### config.mk
export PLATFORM = sky130hd
export DESIGN_NAME = pc_sequencer_flat
export DESIGN_NICKNAME = d
export VERILOG_FILES = /design/src/rtl/pc_sequencer_pkg.sv /design/src/rtl/pc_sequencer_if.sv /design/src/rtl/pc_sequencer_pc.sv /design/src/rtl/pc_sequencer.sv /design/src/flat_wrapper.sv
export SDC_FILE = /design/constraint.sdc
export NUM_CORES = 1
export LEC_CHECK = 0
export ABC_AREA = 1
export CORE_MARGIN = 1
export CORE_UTILIZATION = 45
export DETAILED_ROUTE_END_ITERATION = 6
export PLACE_DENSITY_LB_ADDON = 0.12
export SYNTH_ARGS = -nofsm -noshare
export SYNTH_HDL_FRONTEND = slang
export SYNTH_SLANG_ARGS = --single-unit
### constraint.sdc
create_clock -name clk -period 1.8 [get_ports clk]
set_input_delay 0.36 -clock clk [delete_from_list [all_inputs] [get_ports clk]]
set_output_delay 0.36 -clock clk [all_outputs]
set_load 0.01 [all_outputs]
### src/rtl/pc_sequencer_pkg.sv
// Shared definitions for the fetch/next-PC sequencer of the single-cycle RV32I datapath.
package pc_sequencer_pkg;

    localparam int unsigned INSTRUCTION_SIZE = 32;
    localparam int unsigned PC_STEP          = 4;

    localparam logic [INSTRUCTION_SIZE-1:0] DEFAULT_RESET_VECTOR = 32'h0000_0000;
    localparam logic [INSTRUCTION_SIZE-1:0] DEFAULT_TRAP_VECTOR  = 32'h0000_0100;

    typedef enum logic [1:0] {
        SEQ_BOOT   = 2'b00,
        SEQ_FETCH  = 2'b01,
        SEQ_ISSUE  = 2'b10,
        SEQ_HALTED = 2'b11
    } seq_state_e;

    function automatic logic word_aligned(input logic [1:0] low_bits);
        return low_bits == 2'b00;
    endfunction

endpackage

### src/rtl/pc_sequencer_if.sv
// Instruction-memory fetch handshake between the sequencer (master) and memory (slave).
interface pc_sequencer_if #(
    parameter int unsigned XLEN = pc_sequencer_pkg::INSTRUCTION_SIZE
);
    logic            req;
    logic [XLEN-1:0] addr;
    logic            ready;
    logic [31:0]     rdata;

    modport master (output req, output addr, input ready, input rdata);
    modport slave  (input req, input addr, output ready, output rdata);
endinterface

### src/rtl/pc_sequencer_pc.sv
// Program counter register with a qualified load; reset is active-high here.
module pc_sequencer_pc #(
    parameter int unsigned    XLEN        = 32,
    parameter logic [XLEN-1:0] RESET_VALUE = '0
) (
    input  logic            clk,
    input  logic            rst,
    input  logic            en,
    input  logic [XLEN-1:0] pc_in,
    output logic [XLEN-1:0] pc_out
);
    logic [XLEN-1:0] pc_q;
    logic [XLEN-1:0] pc_d;

    always_comb begin
        pc_d = pc_q;
        if (en) begin
            pc_d = pc_in;
        end
    end

    always_ff @(posedge clk or posedge rst) begin
        if (rst) begin
            pc_q <= RESET_VALUE;
        end else begin
            pc_q <= pc_d;
        end
    end

    assign pc_out = pc_q;
endmodule

### src/rtl/pc_sequencer.sv
// Fetch/next-PC controller: fetch handshake, issue hold, trap/mret/redirect PC selection,
// EPC capture, halt/resume and retire strobe.
module pc_sequencer
    import pc_sequencer_pkg::*;
#(
    parameter int unsigned     XLEN         = INSTRUCTION_SIZE,
    parameter logic [XLEN-1:0] RESET_VECTOR = DEFAULT_RESET_VECTOR,
    parameter logic [XLEN-1:0] TRAP_VECTOR  = DEFAULT_TRAP_VECTOR
) (
    input  logic                  clk,
    input  logic                  rst,
    pc_sequencer_if.master        imem,
    output logic [31:0]           instr_out,
    output logic                  instr_valid,
    output logic [XLEN-1:0]       pc_out,
    input  logic                  stall,
    input  logic                  redirect,
    input  logic [XLEN-1:0]       redirect_target,
    input  logic                  trap,
    input  logic                  mret,
    input  logic                  halt_req,
    input  logic                  resume,
    output logic [XLEN-1:0]       epc_out,
    output logic                  misaligned,
    output logic                  retire,
    output logic                  halted
);
    seq_state_e      state_q, state_d;
    logic [31:0]     instr_q, instr_d;
    logic [XLEN-1:0] epc_q, epc_d;
    logic            misaligned_q, misaligned_d;
    logic            retire_q, retire_d;
    logic [XLEN-1:0] pc_q;
    logic [XLEN-1:0] pc_next;
    logic            pc_en;
    logic            rst_h;

    assign rst_h = ~rst;

    pc_sequencer_pc #(
        .XLEN        (XLEN),
        .RESET_VALUE (RESET_VECTOR)
    ) u_pc (
        .clk    (clk),
        .rst    (rst_h),
        .en     (pc_en),
        .pc_in  (pc_next),
        .pc_out (pc_q)
    );

    always_comb begin
        state_d      = state_q;
        instr_d      = instr_q;
        epc_d        = epc_q;
        misaligned_d = misaligned_q;
        retire_d     = 1'b0;
        pc_en        = 1'b0;
        pc_next      = pc_q + XLEN'(PC_STEP);

        case (state_q)
            SEQ_BOOT: begin
                state_d = SEQ_FETCH;
            end
            SEQ_FETCH: begin
                if (imem.ready) begin
                    instr_d = imem.rdata;
                    state_d = SEQ_ISSUE;
                end
            end
            SEQ_ISSUE: begin
                if (!stall) begin
                    pc_en    = 1'b1;
                    retire_d = 1'b1;
                    state_d  = halt_req ? SEQ_HALTED : SEQ_FETCH;
                    // A misaligned redirect enters the trap vector exactly like trap.
                    if (trap) begin
                        epc_d   = pc_q;
                        pc_next = TRAP_VECTOR;
                    end else if (mret) begin
                        pc_next      = epc_q;
                        misaligned_d = 1'b0;
                    end else if (redirect && word_aligned(redirect_target[1:0])) begin
                        pc_next = redirect_target;
                    end else if (redirect) begin
                        epc_d        = pc_q;
                        pc_next      = TRAP_VECTOR;
                        misaligned_d = 1'b1;
                    end
                end
            end
            SEQ_HALTED: begin
                if (resume) begin
                    state_d = SEQ_FETCH;
                end
            end
            default: begin
                state_d = SEQ_BOOT;
            end
        endcase
    end

    always_ff @(posedge clk or negedge rst) begin
        if (!rst) begin
            state_q      <= SEQ_BOOT;
            instr_q      <= '0;
            epc_q        <= '0;
            misaligned_q <= 1'b0;
            retire_q     <= 1'b0;
        end else begin
            state_q      <= state_d;
            instr_q      <= instr_d;
            epc_q        <= epc_d;
            misaligned_q <= misaligned_d;
            retire_q     <= retire_d;
        end
    end

    // retire is registered so no input reaches an output combinationally; it is high
    // in the cycle right after the instruction leaves ISSUE, alongside the updated pc.
    assign retire      = retire_q;
    assign imem.req    = (state_q == SEQ_FETCH);
    assign imem.addr   = pc_q;
    assign instr_out   = instr_q;
    assign instr_valid = (state_q == SEQ_ISSUE);
    assign halted      = (state_q == SEQ_HALTED);
    assign pc_out      = pc_q;
    assign epc_out     = epc_q;
    assign misaligned  = misaligned_q;
endmodule

### src/flat_wrapper.sv
// flat-port wrapper written by rule: the top's interface ports become plain ports
module pc_sequencer_flat import pc_sequencer_pkg::*;
#(
    parameter int unsigned     XLEN         = INSTRUCTION_SIZE,
    parameter logic [XLEN-1:0] RESET_VECTOR = DEFAULT_RESET_VECTOR,
    parameter logic [XLEN-1:0] TRAP_VECTOR  = DEFAULT_TRAP_VECTOR
)
  (clk, rst, instr_out, instr_valid, pc_out, stall, redirect, redirect_target, trap, mret, halt_req, resume, epc_out, misaligned, retire, halted, imem_req, imem_addr, imem_ready, imem_rdata);
  pc_sequencer_if #(.XLEN(XLEN)) imem_i ();
  input  logic clk;
  input  logic rst;
  output logic [31:0] instr_out;
  output logic instr_valid;
  output logic [XLEN-1:0] pc_out;
  input  logic stall;
  input  logic redirect;
  input  logic [XLEN-1:0] redirect_target;
  input  logic trap;
  input  logic mret;
  input  logic halt_req;
  input  logic resume;
  output logic [XLEN-1:0] epc_out;
  output logic misaligned;
  output logic retire;
  output logic halted;
  output wire logic [$bits(imem_i.req)-1:0] imem_req;
  output wire logic [$bits(imem_i.addr)-1:0] imem_addr;
  input wire logic [$bits(imem_i.ready)-1:0] imem_ready;
  input wire logic [$bits(imem_i.rdata)-1:0] imem_rdata;
  assign imem_req = imem_i.req;
  assign imem_addr = imem_i.addr;
  assign imem_i.ready = imem_ready;
  assign imem_i.rdata = imem_rdata;
  pc_sequencer #(.XLEN(XLEN), .RESET_VECTOR(RESET_VECTOR), .TRAP_VECTOR(TRAP_VECTOR)) u_core (.clk(clk), .rst(rst), .imem(imem_i), .instr_out(instr_out), .instr_valid(instr_valid), .pc_out(pc_out), .stall(stall), .redirect(redirect), .redirect_target(redirect_target), .trap(trap), .mret(mret), .halt_req(halt_req), .resume(resume), .epc_out(epc_out), .misaligned(misaligned), .retire(retire), .halted(halted));
endmodule
==> Word-level counts from Yosys, hierarchy flattened <==
Cells that the tools add are included.
{ "classes": {"muxes": 20, "addsub": 1, "reduce_logical": 9, "bitwise_logic": 2, "n_eq_ne": 9} }
{ "ops": {"columns": ["op", "count"], "rows": [
  ["$mux 32", 10],
  ["$add 32x3->32 const B", 1],
  ["$ne 2x2->1 const B", 5],
  ["$reduce_and 5->1", 2],
  ["$mux 2", 4],
  ["$pmux 2 s4", 1],
  ["$mux 1", 5],
  ["$eq 2x2->1 const B", 2],
  ["$logic_not 2->1", 2],
  ["$reduce_bool 2->1", 2],
  ["$reduce_and 3->1", 1],
  ["$eq 2x1->1 const B", 1],
  ["$ne 2x1->1 const B", 1],
  ["$not 1->1", 2],
  ["$reduce_and 2->1", 1],
  ["$logic_and 1x1->1", 1]
]} }
{ "totals": {"input_bits": 73, "register_bits": 100} }

==> Longest topological paths before layout <==
Gate-level depths: netlist (run 1).
{ "logic_depth": {"word_depth": 7, "depth_mapped": 12, "depth_no_buf": 12} }

==> Modules after synthesis <==
Synthesis (run 1) repeated with hierarchy kept, for this count alone.
{ "hier_totals": {"cells_unflattened": 707, "area_unflattened_um2": 5754.3} }
{ "by_module_without_submodules": {"columns": ["mod", "cells_each", "seq_area_each_um2", "instances", "area_each_um2"], "rows": [
  ["pc_sequencer", 570, 1701.6, 1, 4458.0],
  ["pc_sequencer_pc", 137, 800.8, 1, 1296.2]
]} }

==> Least setup slack after synthesis (run 1) <==
No wires, ideal clock.
{ "synth_path": {"path_type": "register -> register", "startpoint": "register u_core.state_q[0]", "endpoint": "register u_core.epc_q[10] (netlist: u_core.epc_out[10])", "setup_ns": 0.125, "stages_incl_launch_ff": 8, "slack_ns": 0.158, "t_required_ns": 1.675, "t_arrival_ns": 1.516, "cell_sequence": "dfrtp_1 > inv_1 > ha_1 > nand2_1 > nor2_2 > o21ai_4 > buf_6 > mux2_4"} }
{ "synth_via": {"elab_chain_cells": 2} }
{ "synth_rtl": {"columns": ["item", "line", "text"], "rows": [
  ["start, declared", "pc_sequencer.sv:28", "seq_state_e state_q, state_d;"],
  ["start signal, assigned", "pc_sequencer.sv:110", "state_q <= state_d;"],
  ["$eq 2x2->1", null, null],
  ["net instr_valid", "flat_wrapper.sv:13", "output logic instr_valid;"],
  ["$reduce_and 5->1 (no source line)", null, null],
  ["end signal, assigned", "pc_sequencer.sv:112", "epc_q <= epc_d;"],
  ["end, declared", "pc_sequencer.sv:30", "logic [XLEN-1:0] epc_q, epc_d;"]
]} }
The timed path passes the listed nets, and every way through them passes these cells.
A chain may end at the register's enable or synchronous reset.

==> Worst setup path in the final report (run 1) <==
{ "layout_path": {"startpoint": "register u_core.u_pc.pc_q[11] (netlist: u_core.u_pc.pc_out[11])", "endpoint": "output imem_addr[11]"} }
{ "layout_lines": {"columns": ["item", "line", "text"], "rows": [
  ["start, declared", "pc_sequencer_pc.sv:12", "logic [XLEN-1:0] pc_q;"],
  ["start signal, assigned", "pc_sequencer_pc.sv:26", "pc_q <= pc_d;"],
  ["end, declared", "flat_wrapper.sv:27", "output wire logic [$bits(imem_i.addr)-1:0] imem_addr;"]
]} }
No word-level cell between the ends.

==> impl.org, run 1 <==
** Outcome
- The run finished with clean final reports.

** GRT
- Met1 demand-to-capacity share in global routing :: between 30% and 40%
- Entering global routing, the biggest net connects roughly 100 pins.
- Global routing met3 resource utilization :: 7.570%
- GR Util met2 :: between 40% and 50%
- Most utilized layer in the global route result :: met2
- The first global-routing pass estimated around 26 mm of wire.
- Overflow after GRT :: 0
- Vias in the first global route :: 5475
- Antenna violations before repair :: 0
- Global routing used 26.31% of the available tracks.

** Layout
- The area growth from synthesis to layout is 44.60%.
- Summing all flip-flop and latch instances after layout gives about 2500 um2.
- The number of antenna diodes in the final layout is 0.
- Number of fill cells :: around 1000
- The post-route netlist has between 15 and 20% of its cells at a drive strength greater than 1.
- After the last flow step, the layout net total stands at 1008.
- Area used by multi-input combinational logic :: 2569 um2
- Core utilization of the finished layout :: around 68%

** Worst hold path
- Tightest Hold Check Type :: in -> async

** Setup path
- Critical path endpoint category :: primary output
- Data arrival time of the worst path :: 1.41 ns
- Cell-by-cell trace of the critical path :: clkdlybuf4s50_1
- In this run the number of cells on the critical path is 1.
- STA classifies the critical path startpoint as a register.
- Max stage delay on crit path :: roughly 0.6 ns
- Library cell contributing the largest single delay on the critical path :: sky130_fd_sc_hd__clkdlybuf4s50_1
- Counting cells, the worst reg-to-reg path comes to 8.
- Data on the critical path is required at its endpoint by approximately 1.4 ns.
- Combined buffer and inverter count along the critical path :: 1
- Kind of cell adding the most delay to the critical path :: buffers and inverters
- By startpoint and endpoint, the worst setup path is classified as reg -> out.
- In this run the worst path has a maximum fanout of 6.

** Logic synthesis
- By area the synthesized netlist is led by sky130_fd_sc_hd__dfrtp_1 44%, sky130_fd_sc_hd__nand2_1 17%, sky130_fd_sc_hd__mux2_2 6.5%.
- The Yosys step of the flow raised 0 warnings.
- Asr flop ratio synth :: between 90% and 100%
- Sequential-to-total area share from yosys stat :: between 40% and 50%
- The synthesized design contains 0 enable-type register cells.
- Yosys mapped the design onto 32 distinct sky130hd cell types.
- Top cell type's share of synthesized area :: roughly 44%
- Most common flop cell mapped by yosys :: sky130_fd_sc_hd__dfrtp_1
- Post-synthesis net count :: about 820
- The most common cell in the synthesized netlist is sky130_fd_sc_hd__nand2_1.
- After synthesis the cells add up to roughly 5700 um2.
- By count the netlist is led by 251 x sky130_fd_sc_hd__nand2_1, 100 x sky130_fd_sc_hd__dfrtp_1, 78 x sky130_fd_sc_hd__nor2_1.
- sky130_fd_sc_hd__dfrtp_1 takes more of the synthesized area than any other cell.
- Mean instance size in the synthesized netlist :: a little under 8 um2
- Number of register bits inferred by synthesis :: 100
- The cell count after synthesis came out at between 700 and 800.

** Drt
- In this run the remaining antenna-violating nets after routing total 0.
- Dividing the detail-routed via count by the number of cells gives about 5.
- The first routing iteration left 437 violations.
- After detailed routing, the number of remaining DRC violations is 0.
- For this block, the via count after detailed routing is ~5500.
- Routed wire per std cell :: between 15 and 20 um
- Iteration count of the initial detailed-routing pass :: 5
- Wires add up to about 17 mm.

** Floorplan
- The region available for standard cell placement spans approximately 12000 um2.
- Area of the die :: between 10000 and 15000 um2
- Measured along the y axis, the die boundary spans 114.4 um.
- The initial utilization of the core area, before any placement, comes to 46.74%.
- Measured along the x axis, the die boundary spans around 110 um.
- Number of standard-cell rows in the floorplan :: 40
- slightly above 200 I/O pins were placed.

** STA
- Static timing analysis puts the maximum clock frequency at approximately 0.57 GHz.
- Across the routed clock network, the largest skew measured is 0.007697 ns.
- The worst pin sits at a relative slew slack of 63.94%.
- Max-slew violations :: 0
- Dividing the final minimum period by the clock period gives around 98%.
- Hold Violations, Final :: 0
- Worst-margin pin slew :: roughly 0.54 ns
- After layout, the minimum clock period comes to around 1.8 ns.
- Setup repair after global routing left no endpoint under its margin.
- Final Setup Violations :: 0

** Clock tree
- In this run the deepest clock path goes through 2 buffers.
- Clock Pin Slew Worst Setup and Hold Paths :: about 0.070 ns
- For the worst-skew pair, the clock arrives at the later sink with an insertion delay of roughly 0.36 ns.
- Clock sink count :: 100
- CTS Hold Buffers Added :: 0
- CTS H-tree lvls :: 3
- TritonCTS built the clock tree.
- Number of buffers inserted during clock tree synthesis :: 9
- The cell sitting at the root of the clock tree is a sky130_fd_sc_hd__clkbuf_16.

** Placed design
- GPL Wtd Cong :: around 0.90
- Detailed placer's ending HPWL :: 12.34 mm
- Port buffering added about 200 buffers.

** Power and ir drop
- Cell leakage power :: around 3.6 nW
- Power comes to 12.05 mW.
- Peak ir drop on the vdd network :: approximately 0.0010 V
- Power spread over the standard cell area amounts to between 1000 and 1500 nW/um2.

** Run
- The tool flagged a number of max-cap violations equal to 0.
==> final cells by class <==
class	count	share of cell area, %
flip-flops and latches	100	30.81
repair buffers	236	28.80
multi-input cells	520	31.25
clock inverters	7	0.9286
well taps	168	2.557
inverters	63	2.908
clock buffers	9	2.740
==> metrics by stage <==
step                hold slack (ns)  cell area, um2  worst slack [ns]  TNS (ns)  std cells
floorplan                   0.06441            5684            0.1585         0        740
global placement             0.4674            7814           -0.1637    -2.573       1080
detailed placement           0.4557            7814           -0.1794    -3.869       1080
CTS                         0.08745            8130          0.001665         0       1097
global route                 0.1038            8219          0.003247         0       1103
finish                      0.04589            8219           0.03310         0       1103
==> final timing paths <==
path	start	endpoint	slack [ns]
min in group clk	u_core.instr_out[24]	u_core.instr_out[24]	0.51
max in group asynchronous	rst	u_core.u_pc.pc_out[27]	1.31
max	u_core.u_pc.pc_out[11]	imem_addr[11]	0.03
max reg2reg	u_core.state_q[0]	u_core.epc_out[31]	0.09
min	rst	u_core.u_pc.pc_out[0]	0.05
min reg2reg	u_core.instr_out[24]	u_core.instr_out[24]	0.51
==> per-layer routing <==
metal / up-vias / part of all wire [%]
li1: 2682 / -
met1: 2611 / 42
met2: 219 / 49
met3: 20 / 7.8
met4: 0 / 1.6
met5: - / 0
==> what timing repair did <==
item / in CTS / in global routing
cloned: 0 / 1
buffers inserted: 1 / 5
endpoints found under the hold margin: 0 / 0
gates resized for setup: 12 / 19
endpoints found under the setup margin: 20 / 55
==> report_power, final <==
part	total [mW]	internal, mW	switching (mW)
sequential	4.37	3.29	1.08
combinational	5.68	3.30	2.38
clock	2.00	1.09	0.916
total	12.0	7.67	4.38
==> kinds of logic (layout without fill, tap and decap cells) <==
family	after synthesis	after routing	synth area share, %
compound gates	79	80	7.528
fa+ha+maj	5	5	1.101
buf+inv	121	315	11.12
flops	100	100	44.02
mux	36	36	7.242
simple gates	399	399	28.99
==> flip-flops by register name, summed over array words and instances, names as in the netlist <==
signal,count
u_core.epc_out,32
u_core.instr_out,32
u_core.u_pc.pc_out,32
u_core.state_q,2
u_core.misaligned,1
u_core.retire,1
==> cells in the final DEF, fill, tap and decap left out, types with 2 or more instances in the layout <==
cell type                         netlist  routed
sky130_fd_sc_hd__clkinvlp_4             0       2
sky130_fd_sc_hd__o211ai_1               4       4
sky130_fd_sc_hd__nor2_1                78      77
sky130_fd_sc_hd__dfrtp_1              100      76
sky130_fd_sc_hd__o21ai_0               51      51
sky130_fd_sc_hd__clkbuf_16              0       9
sky130_fd_sc_hd__nand3_1               38      38
sky130_fd_sc_hd__o21ai_1                3       3
sky130_fd_sc_hd__o22ai_1                4       4
sky130_fd_sc_hd__inv_2                  4       4
sky130_fd_sc_hd__nor2_4                 4       5
sky130_fd_sc_hd__buf_4                 34      25
sky130_fd_sc_hd__dfrtp_2                0      24
sky130_fd_sc_hd__dlygate4sd2_1          0       2
sky130_fd_sc_hd__clkinv_4               0       2
sky130_fd_sc_hd__nand2_2                7       8
sky130_fd_sc_hd__buf_12                 0       7
sky130_fd_sc_hd__ha_1                   5       5
sky130_fd_sc_hd__a21oi_1               14      14
sky130_fd_sc_hd__nand2_1              251     250
sky130_fd_sc_hd__mux2_2                33      33
sky130_fd_sc_hd__inv_1                 57      57
sky130_fd_sc_hd__clkdlybuf4s50_1        0     201
sky130_fd_sc_hd__mux2_4                 2       2
sky130_fd_sc_hd__nor2_2                17      17
(Power assumes the default switching activity.)
==> inputs of run 2 (changes only) <==
--- a/config.mk
+++ b/config.mk
@@ -6,8 +6,11 @@
 export NUM_CORES = 1
 export LEC_CHECK = 0
 export ABC_AREA = 1
+export CELL_PAD_IN_SITES_DETAIL_PLACEMENT = 0
+export CELL_PAD_IN_SITES_GLOBAL_PLACEMENT = 1
+export CORE_ASPECT_RATIO = 1.1
 export CORE_MARGIN = 1
-export CORE_UTILIZATION = 45
+export CORE_UTILIZATION = 32
 export DETAILED_ROUTE_END_ITERATION = 6
 export PLACE_DENSITY_LB_ADDON = 0.12
 export SYNTH_ARGS = -nofsm -noshare
==> run 2 against run 1 <==
Compared with the run above: first-iteration DRC count down 33%; worst setup slack better by 0.014 ns; core utilization decreased by 19 points; critical endpoint is now pc_out[14].
==> impl.org, run 2 (synthesis gave the netlist of run 1 again) <==
** Power and ir drop
- For this design the ratio of total power to cell area is ~1500 nW/um2.
- Combinational logic burns approximately 47% of the power.
- After layout, the design draws a total of approximately 12 mW.
- The share of total power dissipated in sequential elements is 35.2%.
- Part of the total power dissipated in the clock network :: around 18%
- Across the VDD grid, the largest voltage drop is 0.0007506 V.
- Summed over all cells, the static leakage comes to 3.652 nW.
- Switching pwr :: ~4.4 mW
- The internal power of the cells totals around 7.9 mW.
- Of the total power, the share spent switching nets is a little over a third.

** GRT
- The number of antenna violations at the first check in global routing was 0.
- Global routing finished with a remaining overflow of 0.
- Total track usage :: a little over a fifth
- The first global-routing pass estimated 29.55 mm of wire.
- The number of global-route vias before repair came to 5543.
- Maximum number of pins on one net before global-route repair :: 33

** Setup path
- CP required :: roughly 1.4 ns
- Kind of cell adding the most delay to the critical path :: buffers and inverters
- Library cell contributing the largest single delay on the critical path :: sky130_fd_sc_hd__clkdlybuf4s50_1
- Critical path endpoint category :: primary output
- Worst Setup Path Type :: reg -> out
- On the worst path, the slowest cell contributes a delay of 0.53 ns.
- The critical path goes through buf_4 -> clkdlybuf4s50_1.
- Data arrival time of the worst path :: ~1.4 ns
- In this run the worst path has a maximum fanout of 4.
- Combined buffer and inverter count along the critical path :: 2
- Critical Path Source Type :: register

** Drt
- DRT iter0 DRCs :: approximately 290
- Routed vias/inst :: around 4.6
- Routed wire per std cell :: between 15 and 20 um
- Vias :: ~5400
- Iteration count of the initial detailed-routing pass :: 5
- Once detail routing completed, the nets flagged for antenna violations numbered 0.
- For this run, design rule violations remaining after detail routing come to 0.
- DRT Wirelength :: around 18 mm

** STA
- Headroom to the max-slew limit came out at 70.65%.
- The number of endpoints with negative hold slack in the final report was 0.
- Unrepaired setup endpoints after global routing :: true
- Static timing analysis puts the maximum clock frequency at between 0.5 and 0.6 GHz.
- Final Setup Violations :: 0
- Final Critical Period :: 1.753 ns
- Final cycle utilization of the critical path :: 97.38%
- Max-slew violations :: 0
- For the pin with the worst max-slew slack, the measured transition is 0.4403 ns.
- Clock skew on the completed layout was measured at approximately 0.0075 ns.

** Layout
- The finished layout holds approximately 1200 standard cells, fillers aside.
- In the layout the commonest cells are 251 x sky130_fd_sc_hd__nand2_1, 199 x sky130_fd_sc_hd__clkdlybuf4s50_1, 78 x sky130_fd_sc_hd__nor2_1.
- Across the whole layout, storage elements account for around 2500 um2.
- For this run, the post-layout net count is slightly above 1000.
- Number of fill cells :: ~1700
- Relative to the synthesized area, the layout overhead comes to 48.29%.
- The repair_antennas step left the layout with diodes totalling 0.
- Ratio of cells with drive above 1 in the final layout :: 16.45%
- Leaving out fill and tap cells, the most frequent cell in the layout is sky130_fd_sc_hd__nand2_1.
- Area used by multi-input combinational logic :: 2570 um2
- The finished cells cover about 8400 um2.

** Clock tree
- After clock tree synthesis, the clock-pin slew on the worst setup and hold paths is 0.07 ns.
- CTS H-tree lvls :: 3
- For the worst-skew pair, the clock arrives at the later sink with an insertion delay of between 0.3 and 0.4 ns.
- The clock passes through at most 2 buffers.
- The number of clock buffers added by TritonCTS is 9.
- Clock sink count :: 100
- TritonCTS built the clock tree.
- The cell sitting at the root of the clock tree is a sky130_fd_sc_hd__clkbuf_16.

** Floorplan
- Effective utilization at floorplan :: approximately 33%
- Floorplan Core Area :: approximately 17000 um2
- After floorplanning, the core was divided into 50 placement rows.
- Area of the die :: approximately 18000 um2
- Width of the chip :: ~130 um
- 206 I/O pins were placed.
- The floorplan step set the die height to around 140 um.

** Placed design
- Detailed placer's ending HPWL :: between 10 and 15 mm
- Routability-driven placement finished with a final weighted congestion of about 0.83.
- Post-placement cell area :: 8021 um2
- Once placement completed, the tool counted placed cells totaling approximately 1200.
- Input and output buffers added on the ports amount to between 200 and 250.

** Worst hold path
- Tightest Hold Check Type :: in -> async

** Outcome
- The run finished with clean final reports.

** Run
- Max-cap violations in this run came to 0.
-- run 2: cell types whose count changed in the layout (fill, tap and decap cells not counted), sizes merged --
cell | previous run | this run
bufinv | 1 | 2
buf | 32 | 39
clkdlybuf4s50 | 201 | 199
inv | 63 | 66
dlygate4sd2 | 2 | 5
dlygate4sd3 | 0 | 1
clkdlybuf4s15 | 1 | 0
o21ai | 56 | 55
clkinvlp | 2 | 1
clkinv | 4 | 1
-- run 2: per-layer routing --
metal | share of wire, % | global-route usage [%] | up-vias | wire length [um]
met4 | 1.6 | 5.449 | 0 | 282
met3 | 8.4 | 6.938 | 18 | 1499
met2 | 49 | 35.28 | 187 | 8701
li1 | - | - | 2690 | -
met1 | 41 | 25.36 | 2513 | 7376
met5 | 0 | 0 | - | 0
-- run 2: path summary, 6_finish.rpt --
kind	from	end	slack, ns	cells past startpoint
min in group clk	u_core.instr_out[6]	u_core.instr_out[6]	0.51	1
worst max-delay path	u_core.u_pc.pc_out[14]	pc_out[14]	0.05	2
worst min register to register	u_core.instr_out[6]	u_core.instr_out[6]	0.51	1
worst min-delay path	rst	u_core.u_pc.pc_out[15]	0.49	2
worst max register to register	u_core.u_pc.pc_out[3]	u_core.u_pc.pc_out[12]	0.14	10
max in group asynchronous	rst	u_core.u_pc.pc_out[0]	0.79	3
-- run 2: area by class of cell --
| type | count | share of cell area [%] |
|---|---|---|
| clock buffers | 9 | 2.672 |
| clock inverters | 7 | 1.247 |
| repair buffers | 244 | 29.23 |
| inverters | 63 | 2.835 |
| well taps | 234 | 3.473 |
| multi-input cells | 519 | 30.49 |
| flip-flops and latches | 100 | 30.06 |
-- run 2: what timing repair did --
action                                 in CTS  in global routing
hold buffers                                1                  0
endpoints found under the hold margin      24                  0
pin swaps                                   0                  1
resized for setup                          17                 19
setup endpoints to repair                  27                 50
buffers inserted                            2                  1
-- run 2: worst reg2reg max path: cells and delay by family, from the launching register on --
kind	cells	cell delay, ns
simple gates	5	0.47
buf+inv	3	0.43
fa+ha+maj	1	0.20
compound gates	1	0.11
flops	1	0.38
-- run 2: power by group through the flow --
stage / Clock [mW] / Combinational [mW] / Sequential, mW
floorplan: 0 / 2.27 / 4.55
global placement: 0 / 5.67 / 4.29
detailed placement: 0 / 5.73 / 4.34
CTS: 2.25 / 5.78 / 4.33
global route: 2.35 / 6.29 / 4.52
finish: 2.21 / 5.74 / 4.32
-- run 2: per-stage QoR --
step	setup WS, ns	setup TNS [ns]	utilization (%)	hold slack (ns)
floorplan	0.1585	0	-	0.06441
global placement	-0.02682	-0.2771	46.63	0.3308
detailed placement	-0.06787	-0.7740	46.63	0.3347
CTS	0.004190	0	48.75	0.5074
global route	-0.00007061	-0.00007061	49.00	0.5181
finish	0.04707	0	49.00	0.4946
==> inputs of run 3 (changes only) <==
--- a/config.mk
+++ b/config.mk
@@ -6,11 +6,11 @@
 export NUM_CORES = 1
 export LEC_CHECK = 0
 export ABC_AREA = 1
-export CELL_PAD_IN_SITES_DETAIL_PLACEMENT = 0
-export CELL_PAD_IN_SITES_GLOBAL_PLACEMENT = 1
+export CELL_PAD_IN_SITES_DETAIL_PLACEMENT = 1
+export CELL_PAD_IN_SITES_GLOBAL_PLACEMENT = 2
 export CORE_ASPECT_RATIO = 1.1
 export CORE_MARGIN = 1
-export CORE_UTILIZATION = 32
+export CORE_UTILIZATION = 25
 export DETAILED_ROUTE_END_ITERATION = 6
 export PLACE_DENSITY_LB_ADDON = 0.12
 export SYNTH_ARGS = -nofsm -noshare
==> constraint.sdc (replaced) <==
create_clock -name clk -period 1.8 [get_ports clk]
set_input_delay 0.27 -clock clk [delete_from_list [all_inputs] [get_ports clk]]
set_output_delay 0.27 -clock clk [all_outputs]
set_load 0.01 [all_outputs]
==> run 3 against run 2 <==
Compared with the run above: sequential share of layout area down 0.79 points; clock skew is essentially flat; clock-buffer cell count is the same; critical path depth stayed put; largest cell class unchanged.
==> impl.org, run 3 (synthesis gave the netlist of run 1 again) <==
** Outcome
- The run finished with clean final reports.

** Clock tree
- Clk_lat worst skew :: around 0.36 ns
- CTS root buffer :: sky130_fd_sc_hd__clkbuf_16
- TritonCTS built the clock tree.
- Number of buffers inserted during clock tree synthesis :: 9
- The longest clock path from root to sink contains 2 buffers.
- CTS H-tree lvls :: 3
- After clock tree synthesis, the clock-pin slew on the worst setup and hold paths is 0.08 ns.
- Clock sink count :: 100

** Setup path
- Launch instance of the worst register-to-register path :: u_core.state_q[0]
- The worst setup path is launched from a register.
- STA classifies the critical path endpoint as a primary output.
- The most critical setup path has its startpoint at u_core.u_pc.pc_out[3].
- Along the worst path, the maximum fanout reaches 4.
- Data arrival time of the worst path :: between 1 and 1.5 ns
- CP required :: ~1.5 ns
- The critical path is of the reg -> out type.

** Placed design
- Detailed placer's ending HPWL :: approximately 16 mm
- Before CTS, the worst setup slack after placement is about 0.0012 ns.
- Number of port buffers :: 205
- Post-placement cell area :: around 8200 um2
- GPL Wtd Cong :: 0.7790

** Layout
- Number of nets at the end of the flow :: 1028
- Cells fill 38.62% of the core in the end.
- Area Overhead vs Synth :: 50.72%
- The post-route netlist has 15.39% of its cells at a drive strength greater than 1.
- Finished layout cell area :: roughly 8600 um2
- The library cell used most frequently in the layout, excluding fill and tap cells, is sky130_fd_sc_hd__nand2_1.
- Highest-count cells in the layout ignoring fill and taps :: 250 x sky130_fd_sc_hd__nand2_1, 200 x sky130_fd_sc_hd__clkdlybuf4s50_1, 96 x sky130_fd_sc_hd__dfrtp_1
- The repair_antennas step left the layout with diodes totalling 0.

** STA
- Worst setup margin :: around 0.054 ns
- Final Critical Period :: ~1.7 ns
- Final cycle utilization of the critical path :: between 90% and 100%
- Across the routed clock network, the largest skew measured is 0.007524 ns.
- Final hold slack :: around 0.38 ns
- Unrepaired setup endpoints after global routing :: false
- Final Setup Violations :: 0
- Static timing analysis puts the maximum clock frequency at between 0.5 and 0.6 GHz.
- Worst-margin pin slew :: approximately 0.43 ns
- Max-slew violations :: 0
- Summed over all failing endpoints, the final setup total negative slack is 0 ns.
- Hold Violations, Final :: 0
- Worst-case headroom to the max-slew limit :: a little under three quarters

** Drt
- Iteration count of the initial detailed-routing pass :: 4
- After detailed routing, the total wire length is a little over 20 mm.
- Post-DRT Antenna Nets :: 0
- Routed wire per std cell :: 16.61 um
- DRT iter0 DRCs :: between 150 and 200
- In the routed design, unresolved DRC markers number 0.
- Dividing the detail-routed via count by the number of cells gives between 4 and 5.
- Summing over every cut layer, the via total after detailed routing is between 5000 and 6000.

** Floorplan
- Effective utilization at floorplan :: ~26%
- The die covers 23340 um2.
- Io pins :: a little over 200
- Floorplan Core Area :: between 20000 and 25000 um2
- Width of the chip :: 145.8 um
- The die is 160.1 um tall.
- Number of standard-cell rows in the floorplan :: 57

** Power and ir drop
- Cell leakage power :: 3.762 nW
- Peak ir drop on the vdd network :: 0.0008232 V
- Power density of the placed cells :: about 1400 nW/um2

** GRT
- First-pass GRT wire length :: roughly 34 mm
- Global routing used between 10% and 20% of the available tracks.
- The number of antenna violations at the first check in global routing was 0.
- Global routing finished with a remaining overflow of 0.
- Vias in the first global route :: roughly 6100
- Maximum number of pins on one net before global-route repair :: 41

** Worst hold path
- In this run the worst hold path is classified as in -> async.

** Run
- Across the run, the number of max-cap violations was 0.
==> run 3: area by class of cell <==
cell class | instances | area, um2
repair buffers | 257 | 2570
clock buffers | 9 | 225.2
inverters | 63 | 239.0
well taps | 295 | 369.1
clock inverters | 7 | 82.58
multi-input cells | 519 | 2574
fillers | 2632 | 13610
flip-flops and latches | 100 | 2507
==> run 3: where the power goes <==
| part | leakage, nW | internal (mW) | switching, mW | total, mW |
|---|---|---|---|---|
| logic | 2.34 | 3.48 | 2.64 | 6.12 |
| registers | 1.27 | 3.26 | 0.925 | 4.18 |
| clock network | 0.145 | 1.10 | 0.995 | 2.10 |
==> run 3: path summary, 6_finish.rpt <==
path	end	slack [ns]	depth (start not counted)
setup / recovery	imem_addr[3]	0.05	2
hold / removal	u_core.epc_out[15]	0.38	2
setup reg to reg	u_core.epc_out[4]	0.14	9
hold reg to reg	u_core.instr_out[1]	0.51	1
max in group asynchronous	u_core.u_pc.pc_out[22]	0.82	3
min in group clk	u_core.instr_out[1]	0.51	1
==> run 3: metrics by stage <==
step / total power, mW / cells
finish: 12.40 / 1250
global route: 13.26 / 1250
CTS: 12.60 / 1248
detailed placement: 10.38 / 1229
global placement: 10.22 / 1229
floorplan: 6.822 / 740
==> run 3: what timing repair did <==
| item | 4_1_cts | 5_1_grt |
|---|---|---|
| setup endpoints to repair | 6 | 27 |
| resized for setup | 3 | 14 |
| hold buffers | 1 | 0 |
| hold endpoints to repair | 24 | 0 |
| pin swaps | 0 | 3 |
| buffers inserted | 2 | 2 |
==> run 3: worst max-delay path, stage by stage (launching register included) <==
cell	delay (ns)
sky130_fd_sc_hd__dfrtp_1	0.43
sky130_fd_sc_hd__buf_4	0.15
sky130_fd_sc_hd__clkdlybuf4s50_1	0.53
==> run 3: routing by layer <==
metal	GRT usage, %	part of all wire [%]	up-vias
met2	32.23	49	131
met3	3.943	5.1	18
met1	22.70	44	2696
met5	0	0	-
met4	6.029	1.9	0
li1	-	-	2722
